**src/rtl/rnn_pkg.sv**
```systemverilog
// Shared constants and types for the denoise RNN datapath.
package rnn_pkg;

   localparam int FLOAT = 32;
   localparam int NFEAT = 42;
   localparam int NGAIN = 22;
   localparam int IDXW  = $clog2(NFEAT);

   typedef enum logic [1:0] {
      EMPTY = 2'd0,
      FILL  = 2'd1,
      FULL  = 2'd2
   } bank_state_e;

endpackage

```
**src/rtl/rnn_feature_packer_if.sv**
```systemverilog
// Word stream in, packed frame out, for the RNN feature packer.
interface rnn_feature_packer_if;
   import rnn_pkg::*;

   logic [FLOAT-1:0]       in_data;
   logic                   in_valid;
   logic                   in_last;
   logic                   in_ready;
   logic [NFEAT*FLOAT-1:0] feature;
   logic                   feat_valid;
   logic                   feat_ready;

   modport master (
      output in_data, in_valid, in_last, feat_ready,
      input  in_ready, feature, feat_valid
   );

   modport slave (
      input  in_data, in_valid, in_last, feat_ready,
      output in_ready, feature, feat_valid
   );

endinterface

```
**src/rtl/feature_bank.sv**
```systemverilog
// One frame of feature words with a single write port and flat readout.
module feature_bank
   import rnn_pkg::*;
(
   input  logic                   clk,
   input  logic                   rst,
   input  logic                   we,
   input  logic [IDXW-1:0]        waddr,
   input  logic [FLOAT-1:0]       wdata,
   output logic [NFEAT*FLOAT-1:0] data
);

   logic [FLOAT-1:0] mem_q [NFEAT];

   always_ff @(posedge clk) begin
      for (int i = 0; i < NFEAT; i++) begin
         if (rst) begin
            mem_q[i] <= '0;
         end else if (we && waddr == IDXW'(i)) begin
            mem_q[i] <= wdata;
         end
      end
   end

   always_comb begin
      data = '0;
      for (int i = 0; i < NFEAT; i++) begin
         data[i*FLOAT +: FLOAT] = mem_q[i];
      end
   end

endmodule

```
**src/rtl/rnn_feature_packer.sv**
```systemverilog
// Double-buffered packer: word stream into full frames for the RNN core.
module rnn_feature_packer
   import rnn_pkg::*;
(
   input  logic                 clk,
   input  logic                 rst,
   rnn_feature_packer_if.slave  bus,
   output logic                 frame_err
);

   bank_state_e state_q [2];
   bank_state_e state_d [2];
   logic        wr_sel_q, wr_sel_d;
   logic        rd_sel_q, rd_sel_d;
   logic [IDXW-1:0] idx_q, idx_d;
   logic        err_q, err_d;

   logic                   in_rdy;
   logic                   accept;
   logic                   take;
   logic                   at_end;
   logic [1:0]             we;
   logic [NFEAT*FLOAT-1:0] bank_data [2];

   assign in_rdy = (state_q[wr_sel_q] != FULL) && !rst;
   assign accept = bus.in_valid && in_rdy;
   assign take   = (state_q[rd_sel_q] == FULL) && bus.feat_ready;
   assign at_end = (idx_q == IDXW'(NFEAT-1));

   always_ff @(posedge clk) begin
      if (rst) begin
         state_q[0] <= EMPTY;
         state_q[1] <= EMPTY;
         wr_sel_q   <= 1'b0;
         rd_sel_q   <= 1'b0;
         idx_q      <= '0;
         err_q      <= 1'b0;
      end else begin
         state_q  <= state_d;
         wr_sel_q <= wr_sel_d;
         rd_sel_q <= rd_sel_d;
         idx_q    <= idx_d;
         err_q    <= err_d;
      end
   end

   // Read and write sides never target the same bank in one cycle.
   always_comb begin
      state_d  = state_q;
      wr_sel_d = wr_sel_q;
      rd_sel_d = rd_sel_q;
      idx_d    = idx_q;
      err_d    = 1'b0;
      if (take) begin
         state_d[rd_sel_q] = EMPTY;
         rd_sel_d          = ~rd_sel_q;
      end
      if (accept) begin
         unique case (1'b1)
            (!at_end && !bus.in_last): begin
               state_d[wr_sel_q] = FILL;
               idx_d             = idx_q + IDXW'(1);
            end
            (at_end && bus.in_last): begin
               state_d[wr_sel_q] = FULL;
               wr_sel_d          = ~wr_sel_q;
               idx_d             = '0;
            end
            default: begin
               state_d[wr_sel_q] = EMPTY;
               idx_d             = '0;
               err_d             = 1'b1;
            end
         endcase
      end
   end

   always_comb begin
      we             = '0;
      we[wr_sel_q]   = accept;
      bus.in_ready   = in_rdy;
      bus.feat_valid = (state_q[rd_sel_q] == FULL);
      bus.feature    = rd_sel_q ? bank_data[1] : bank_data[0];
      frame_err      = err_q;
   end

   feature_bank u_bank0 (
      .clk   (clk),
      .rst   (rst),
      .we    (we[0]),
      .waddr (idx_q),
      .wdata (bus.in_data),
      .data  (bank_data[0])
   );

   feature_bank u_bank1 (
      .clk   (clk),
      .rst   (rst),
      .we    (we[1]),
      .waddr (idx_q),
      .wdata (bus.in_data),
      .data  (bank_data[1])
   );

endmodule
```
**src/flat_wrapper.sv**
```systemverilog
// flat-port wrapper written by rule: the top's interface ports become plain ports
module rnn_feature_packer_flat import rnn_pkg::*;
  (clk, rst, frame_err, bus_in_data, bus_in_valid, bus_in_last, bus_feat_ready, bus_in_ready, bus_feature, bus_feat_valid);
  rnn_feature_packer_if bus_i ();
  input  logic clk;
  input  logic rst;
  output logic frame_err;
  input wire logic [$bits(bus_i.in_data)-1:0] bus_in_data;
  input wire logic [$bits(bus_i.in_valid)-1:0] bus_in_valid;
  input wire logic [$bits(bus_i.in_last)-1:0] bus_in_last;
  input wire logic [$bits(bus_i.feat_ready)-1:0] bus_feat_ready;
  output wire logic [$bits(bus_i.in_ready)-1:0] bus_in_ready;
  output wire logic [$bits(bus_i.feature)-1:0] bus_feature;
  output wire logic [$bits(bus_i.feat_valid)-1:0] bus_feat_valid;
  assign bus_i.in_data = bus_in_data;
  assign bus_i.in_valid = bus_in_valid;
  assign bus_i.in_last = bus_in_last;
  assign bus_i.feat_ready = bus_feat_ready;
  assign bus_in_ready = bus_i.in_ready;
  assign bus_feature = bus_i.feature;
  assign bus_feat_valid = bus_i.feat_valid;
  rnn_feature_packer u_core (.clk(clk), .rst(rst), .bus(bus_i), .frame_err(frame_err));
endmodule
```
**config.mk**
```make
export PLATFORM = sky130hd
export DESIGN_NAME = rnn_feature_packer_flat
export DESIGN_NICKNAME = d
export VERILOG_FILES = /design/src/rtl/rnn_pkg.sv /design/src/rtl/rnn_feature_packer_if.sv /design/src/rtl/feature_bank.sv /design/src/rtl/rnn_feature_packer.sv /design/src/flat_wrapper.sv
export SDC_FILE = /design/constraint.sdc
export NUM_CORES = 2
export LEC_CHECK = 0
export CAP_MARGIN = 30
export CORE_UTILIZATION = 25
export DETAILED_ROUTE_END_ITERATION = 6
export GPL_TIMING_DRIVEN = 0
export PLACE_DENSITY = 0.39
export SETUP_SLACK_MARGIN = 0.02
export SLEW_MARGIN = 20
export SYNTH_ARGS = -nofsm -noshare
export SYNTH_HDL_FRONTEND = slang
export SYNTH_SLANG_ARGS = --single-unit
```
**constraint.sdc**
```tcl
create_clock -name clk -period 4.8 [get_ports clk]
set_input_delay 0.48 -clock clk [delete_from_list [all_inputs] [get_ports clk]]
set_output_delay 0.48 -clock clk [all_outputs]
set_load 0.03 [all_outputs]
```
======== Word-level counts from Yosys, hierarchy flattened ========
Memories as Yosys holds them, arrays and structs flattened.
Index checks and enable logic that the tools add are counted.
cells by class
  add/sub/neg operators ................... 1
  magnitude comparators ................... 6
  equal/unequal tests ..................... 43
  muxes and demuxes ....................... 356
  bitwise logic cells ..................... 100
  reductions and logical operators ........ 99
operator list
  operator                                                    count
  two-way mux 32 bit                                          84
  two-way mux 1344 bit                                        1
  two-way mux 1 bit                                           256
  == test 6 x 5 -> 1 bit, second input constant               16
  logical AND 1 bit                                           92
  OR 1 bit                                                    84
  == test 6 bit, second input constant                        10
  == test 6 x 4 -> 1 bit, second input constant               8
  == test 6 x 3 -> 1 bit, second input constant               4
  two-way mux 2 bit                                           8
  == test 6 x 2 -> 1 bit, second input constant               2
  AND 4 bit                                                   2
  two-way mux 4 bit                                           2
  NOT 4 bit                                                   2
  one-hot mux 4 bit (2 select lines)                          1
  adder 6 x 1 -> 6 bit, second input constant                 1
  AND 2 bit                                                   3
  == test 6 x 1 -> 1 bit, second input constant               1
  logical NOT 6 bit                                           1
  two-way mux 6 bit                                           1
  demux 2 bit (select 1 bit)                                  2
  greater-or-equal comparator 2 bit, second input constant    2
  less-than comparator 2 x 1 -> 1 bit, second input constant  2
  NOT 1 -> 2 bit                                              2
  other kinds (11)                                            18
storage, ports and cells
  register bits ........................... 13
  bits in writable memories ............... 2,688
  bits of input ports ..................... 37
  output and inout bits ................... 1,347
  word-level logic and storage cells ...... 613
  memories ................................ 2
memory list
  name                  words  bits a word  rd ports  clocked after Yosys merged registers in  write ports  line                text
  u_core.u_bank0.mem_q  42     32           42        0                                        42           feature_bank.sv:13  logic [FLOAT-1:0] mem_q [NFEAT];
  u_core.u_bank1.mem_q  42     32           42        0                                        42           feature_bank.sv:13

======== Depth between registers and ports, before layout ========
  depth in word-level cells ............... 13
  depth in mapped cells ................... 9
  depth with buffers taken out ............ 9

======== Hierarchy ========
A second synthesis with hierarchy kept.
unflattened totals
  cell total of the unflattened synthesis .. 8,030
  area total of the unflattened synthesis .. 116,211.5 sq um
by module, submodules not included
  module                         times used  cells an instance  area each (sq um)  seq. area each (sq um)
  feature_bank (u_core.u_bank1)  1           3,225              49,603.8           40,358.7
  feature_bank (u_core.u_bank0)  1           3,225              49,600.1           40,358.7
  rnn_feature_packer             1           1,580              17,007.6           260.2

======== Worst setup path before layout ========
Ideal clock, no wire load.
  kind .................................... input-to-reg
  from .................................... input bus_in_valid
  to ...................................... memory u_core.u_bank0.mem_q[19][4], in the netlist u_core.u_bank0.mem_q[1][100] (enable)
  setup time .............................. 0.466 ns
  data arrival time ....................... 3.602 ns
  data required time ...................... 4.334 ns
  slack ................................... 0.733 ns
  stages on the path ...................... 5
  buffers on the path ..................... 2
  path through ............................ nor3b_4 -> nand3_2 -> buf_2 -> clkbuf_1 -> o21ai_0
RTL lines
  element             line                text
  start: declaration  flat_wrapper.sv:9   input wire logic [$bits(bus_i.in_valid)-1:0] bus_in_valid;
  end: declaration    feature_bank.sv:13

======== Worst setup path after layout ========
  from .................................... register u_core.rd_sel_q
  to ...................................... output bus_feature[254]
between the ends
  longest elaborated chain between the ends .. 1
ends and longest elaborated chain
  element                   line                      text
  start: declaration        rnn_feature_packer.sv:14  logic rd_sel_q, rd_sel_d;
  start signal: assignment  rnn_feature_packer.sv:41  rd_sel_q <= rd_sel_d;
  two-way mux 1344 bit      rnn_feature_packer.sv:83  bus.feature = rd_sel_q ? bank_data[1] : bank_data[0];
  end: declaration          flat_wrapper.sv:13        output wire logic [$bits(bus_i.feature)-1:0] bus_feature;
Every way passes these cells.

==> results_dict.tcl <==
set metrics [dict create \
    ios 1384 \
    irDropWorstVdd_v 0.000236 \
    synth_edf_count 2688 \
    grt_usage_pct 25.0 \
    die_x_um 688 \
    rsz0062_at_grt "no" \
    num_rows 251 \
    fin_crit_ns 4.58 \
    ant_nets 0 \
    dieArea_um2 473000 \
    p_seq_share_pct 45.8 \
    synth_xor_area_share_pct 0 \
    grt.met3_usage_pct 4.15 \
    comb_power_share_pct 12.7 \
    antenna_found_initial 144 \
    yosys.area.top_type "edfxtp_1" \
    routed_wl_mm 610 \
    cts_max_level 5 \
    yosysSeqAreaShare_pct 68.9 \
    area_growth_pct 32.7 \
    synthFlopType "edfxtp_1" \
    cts_root_buf "clkbuf_16" \
    synth_compound_area_share_pct 0.505 \
    critPathMaxStageDelay_ns 0.87 \
    clk_pin_slew_worst_paths_ns 0.06 \
    slew_headroom_pct 28.6 \
    drc 0 \
    ys_warn_count 0 \
    synth_top_area_share_pct 68.6 \
    hpwl_mm 467 \
    fin_nets 9717 \
    path_max_fanout 10 \
    first_pass_iters 6 \
    tightestPinTransition_ns 1.07 \
    async_flop_share_pct 0 \
    drv_cap 0 \
    vias 74100 \
    portBuffers 1351 \
    report.final.hold_viol_count 0 \
    synth_top_family_by_area "simple AND/OR/NAND/NOR gates" \
    synthSimpleGateAreaFrac_pct 15.0 \
    core_area_um2 468000 \
    grtUsageMet2_pct 43.8 \
    overflow 0 \
    die_y_um 688 \
    total_leakage_power_nw 55.2 \
    clock_latency_ns 0.96 \
    grt_util_met1_pct 30.8 \
    setup_viol_count_final 0 \
    max_freq_mhz 218 \
    finalCritPeriodShare_pct 95.4 \
    worstPathRequired_ns 4.32 \
    synth.distinct_cells 43 \
    grt_max_degree 23 \
    drive_gt1_share_pct 26.4 \
    finalSetupTns_ns 0 \
    powerDensity_nw_per_um2 381 \
    muxShareOfSynthArea_pct 12.9 \
    postSynthAreaPerCell_um2 15.2 \
    net-switching-power_mw 16.1 \
    drt_iter0_markers 6629 \
    startpoint_type "flip-flop" \
    cts_buffer_depth 4 \
    fin_skew_ns 0.0707 \
    end_kind "output port" \
    start_util_pct 25.1 \
    gp_congestion 0.829 \
    synth_area_um2 118000 \
    clock_power_share_pct 41.5 \
    viasPerCell 4.57 \
    slew_viol_final 0 \
    internal_power_mw 43.4 \
    wl_per_cell_um 37.6 \
    cts_tree "done" \
    design_area_um2 156000 \
    yosysMostFrequentCell "and2_1" \
    synth_nets 7776 \
    crit_chain "clkbuf_4 -> buf_16 -> clkbuf_1 -> buf_2 -> mux2_2 -> clkdlybuf4s50_1" \
    netlist_instances 7732 \
    swShare_pct 27.0 \
    first_global_vias 74300 \
    status "complete, no violations" \
    synth_common_cells "and2_1, edfxtp_1, mux2_2, clkbuf_1, buf_2" \
    cp.arrival_ns 4.10 \
    clkSinkCount 2701 \
    cts_buffers 331 \
    yosys_register_bits 2701 \
    synthTopCellsByArea "edfxtp_1, and2_1, mux2_2, clkbuf_1, buf_2" \
    criticalPathCategory "reg2out" \
    busiest_layer "met2" \
    grt_pass1_wl_mm 773 \
    synthAdderAreaFrac_pct 0.0745 \
    place_area_um2 145000 \
    hp-class "in2reg" \
    slowest_stage "clkdlybuf4s50_1" \
]
[final timing paths]
kind / slack (ns) / end / cells after the start / startpoint
max: 0.22 / bus_feature[254] / 6 / u_core.rd_sel_q
min: 0.06 / u_core.u_bank1.mem_q[0][248] / 2 / bus_in_data[24]
max reg2reg: 0.89 / u_core.u_bank0.mem_q[0][73] / 7 / u_core.state_q[2]
min reg2reg: 0.50 / u_core.state_q[2] / 2 / u_core.state_q[2]
[cells by family (layout without fill, tap and decap cells)]
| kind of cell | after synthesis | after routing |
|---|---|---|
| compound gates | 110 | 110 |
| fa+ha+maj | 7 | 7 |
| flops | 2701 | 2701 |
| simple gates | 2831 | 2831 |
| mux | 1346 | 1346 |
| buf+inv | 737 | 2947 |
| other cells | 0 | 63 |
[state kept, by name (all words and copies together), names as in the netlist]
register and flops:
u_core.state_q 4, u_core.idx_q 6, u_core.u_bank0.mem_q 1344, u_core.wr_sel_q 1, u_core.rd_sel_q 1, u_core.u_bank1.mem_q 1344, u_core.frame_err 1
[critical path: cells and delay by family, from the launching register on]
kind | cells | cell delay (ns)
buffers and inverters | 5 | 2.43
DFF | 1 | 0.31
muxes | 1 | 0.39
[layout make-up]
class | instances | area, um^2
well taps | 6198 | 7750
diodes | 63 | 158
clock buffers | 417 | 8670
repair buffers | 1608 | 18900
clock inverters | 185 | 1660
plain buffers | 730 | 3380
inverters | 7 | 26.3
fillers | 45700 | 312000
flip-flops and latches | 2701 | 81000
multi-input cells | 4294 | 34500
[stage by stage]
step           hold slack (ns)  cells  power (mW)  utilization (%)  setup WS, ns
2_1_floorplan            0.445   7732        30.8                -         0.733
5_1_grt                 0.0300  16100        60.8             33.3         0.110
3_5_place_dp             0.479  15500        35.4             31.1        0.0685
3_3_place_gp             0.490  15300        34.9             29.7         -4.19
6_report                0.0615  16200        59.5             33.3         0.219
4_1_cts               0.000993  16100        60.0             33.3        0.0944
[cell usage in the layout, fill, tap and decap left out, types with 12 or more instances in the layout]
| cell type | count |
|---|---|
| and2_1 | 2689 |
| edfxtp_1 | 2688 |
| mux2_2 | 1344 |
| clkdlybuf4s50_1 | 1319 |
| clkbuf_1 | 361 |
| clkbuf_16 | 334 |
| clkbuf_2 | 274 |
| buf_2 | 154 |
| buf_16 | 122 |
| o21ai_4 | 84 |
| clkinv_1 | 76 |
| diode_2 | 63 |
| clkinv_2 | 58 |
| buf_12 | 53 |
| buf_6 | 50 |
| nor2_1 | 41 |
| dlygate4sd2_1 | 31 |
| nor2_2 | 25 |
| nand2_1 | 23 |
| nor2_4 | 23 |
| bufinv_16 | 22 |
| buf_8 | 21 |
| dlygate4sd3_1 | 14 |
| dfxtp_1 | 13 |
| buf_4 | 12 |
[repair_timing]
action / 4_1_cts / 5_1_grt
hold buffers: 14 / 0
setup endpoints to repair: 753 / 0
setup buffers: 0 / 0
gates resized for setup: 52 / 0
hold endpoints to repair: 28 / 0
[power groups by stage]
stage | logic (mW) | clock network (mW) | registers, mW
after floorplan | 3.11 | 0 | 27.7
after global placement | 7.08 | 0 | 27.9
after detailed placement | 7.65 | 0 | 27.7
after CTS | 7.69 | 25.0 | 27.2
after global routing | 7.68 | 25.8 | 27.3
final | 7.57 | 24.7 | 27.2
[routing by layer]
layer	up-vias	wire length, um
li1	31200	-
met1	39200	242000
met2	3013	305000
met3	657	36500
met4	6	25600
met5	-	41
Note: power is estimated with default switching activity, not from simulation.
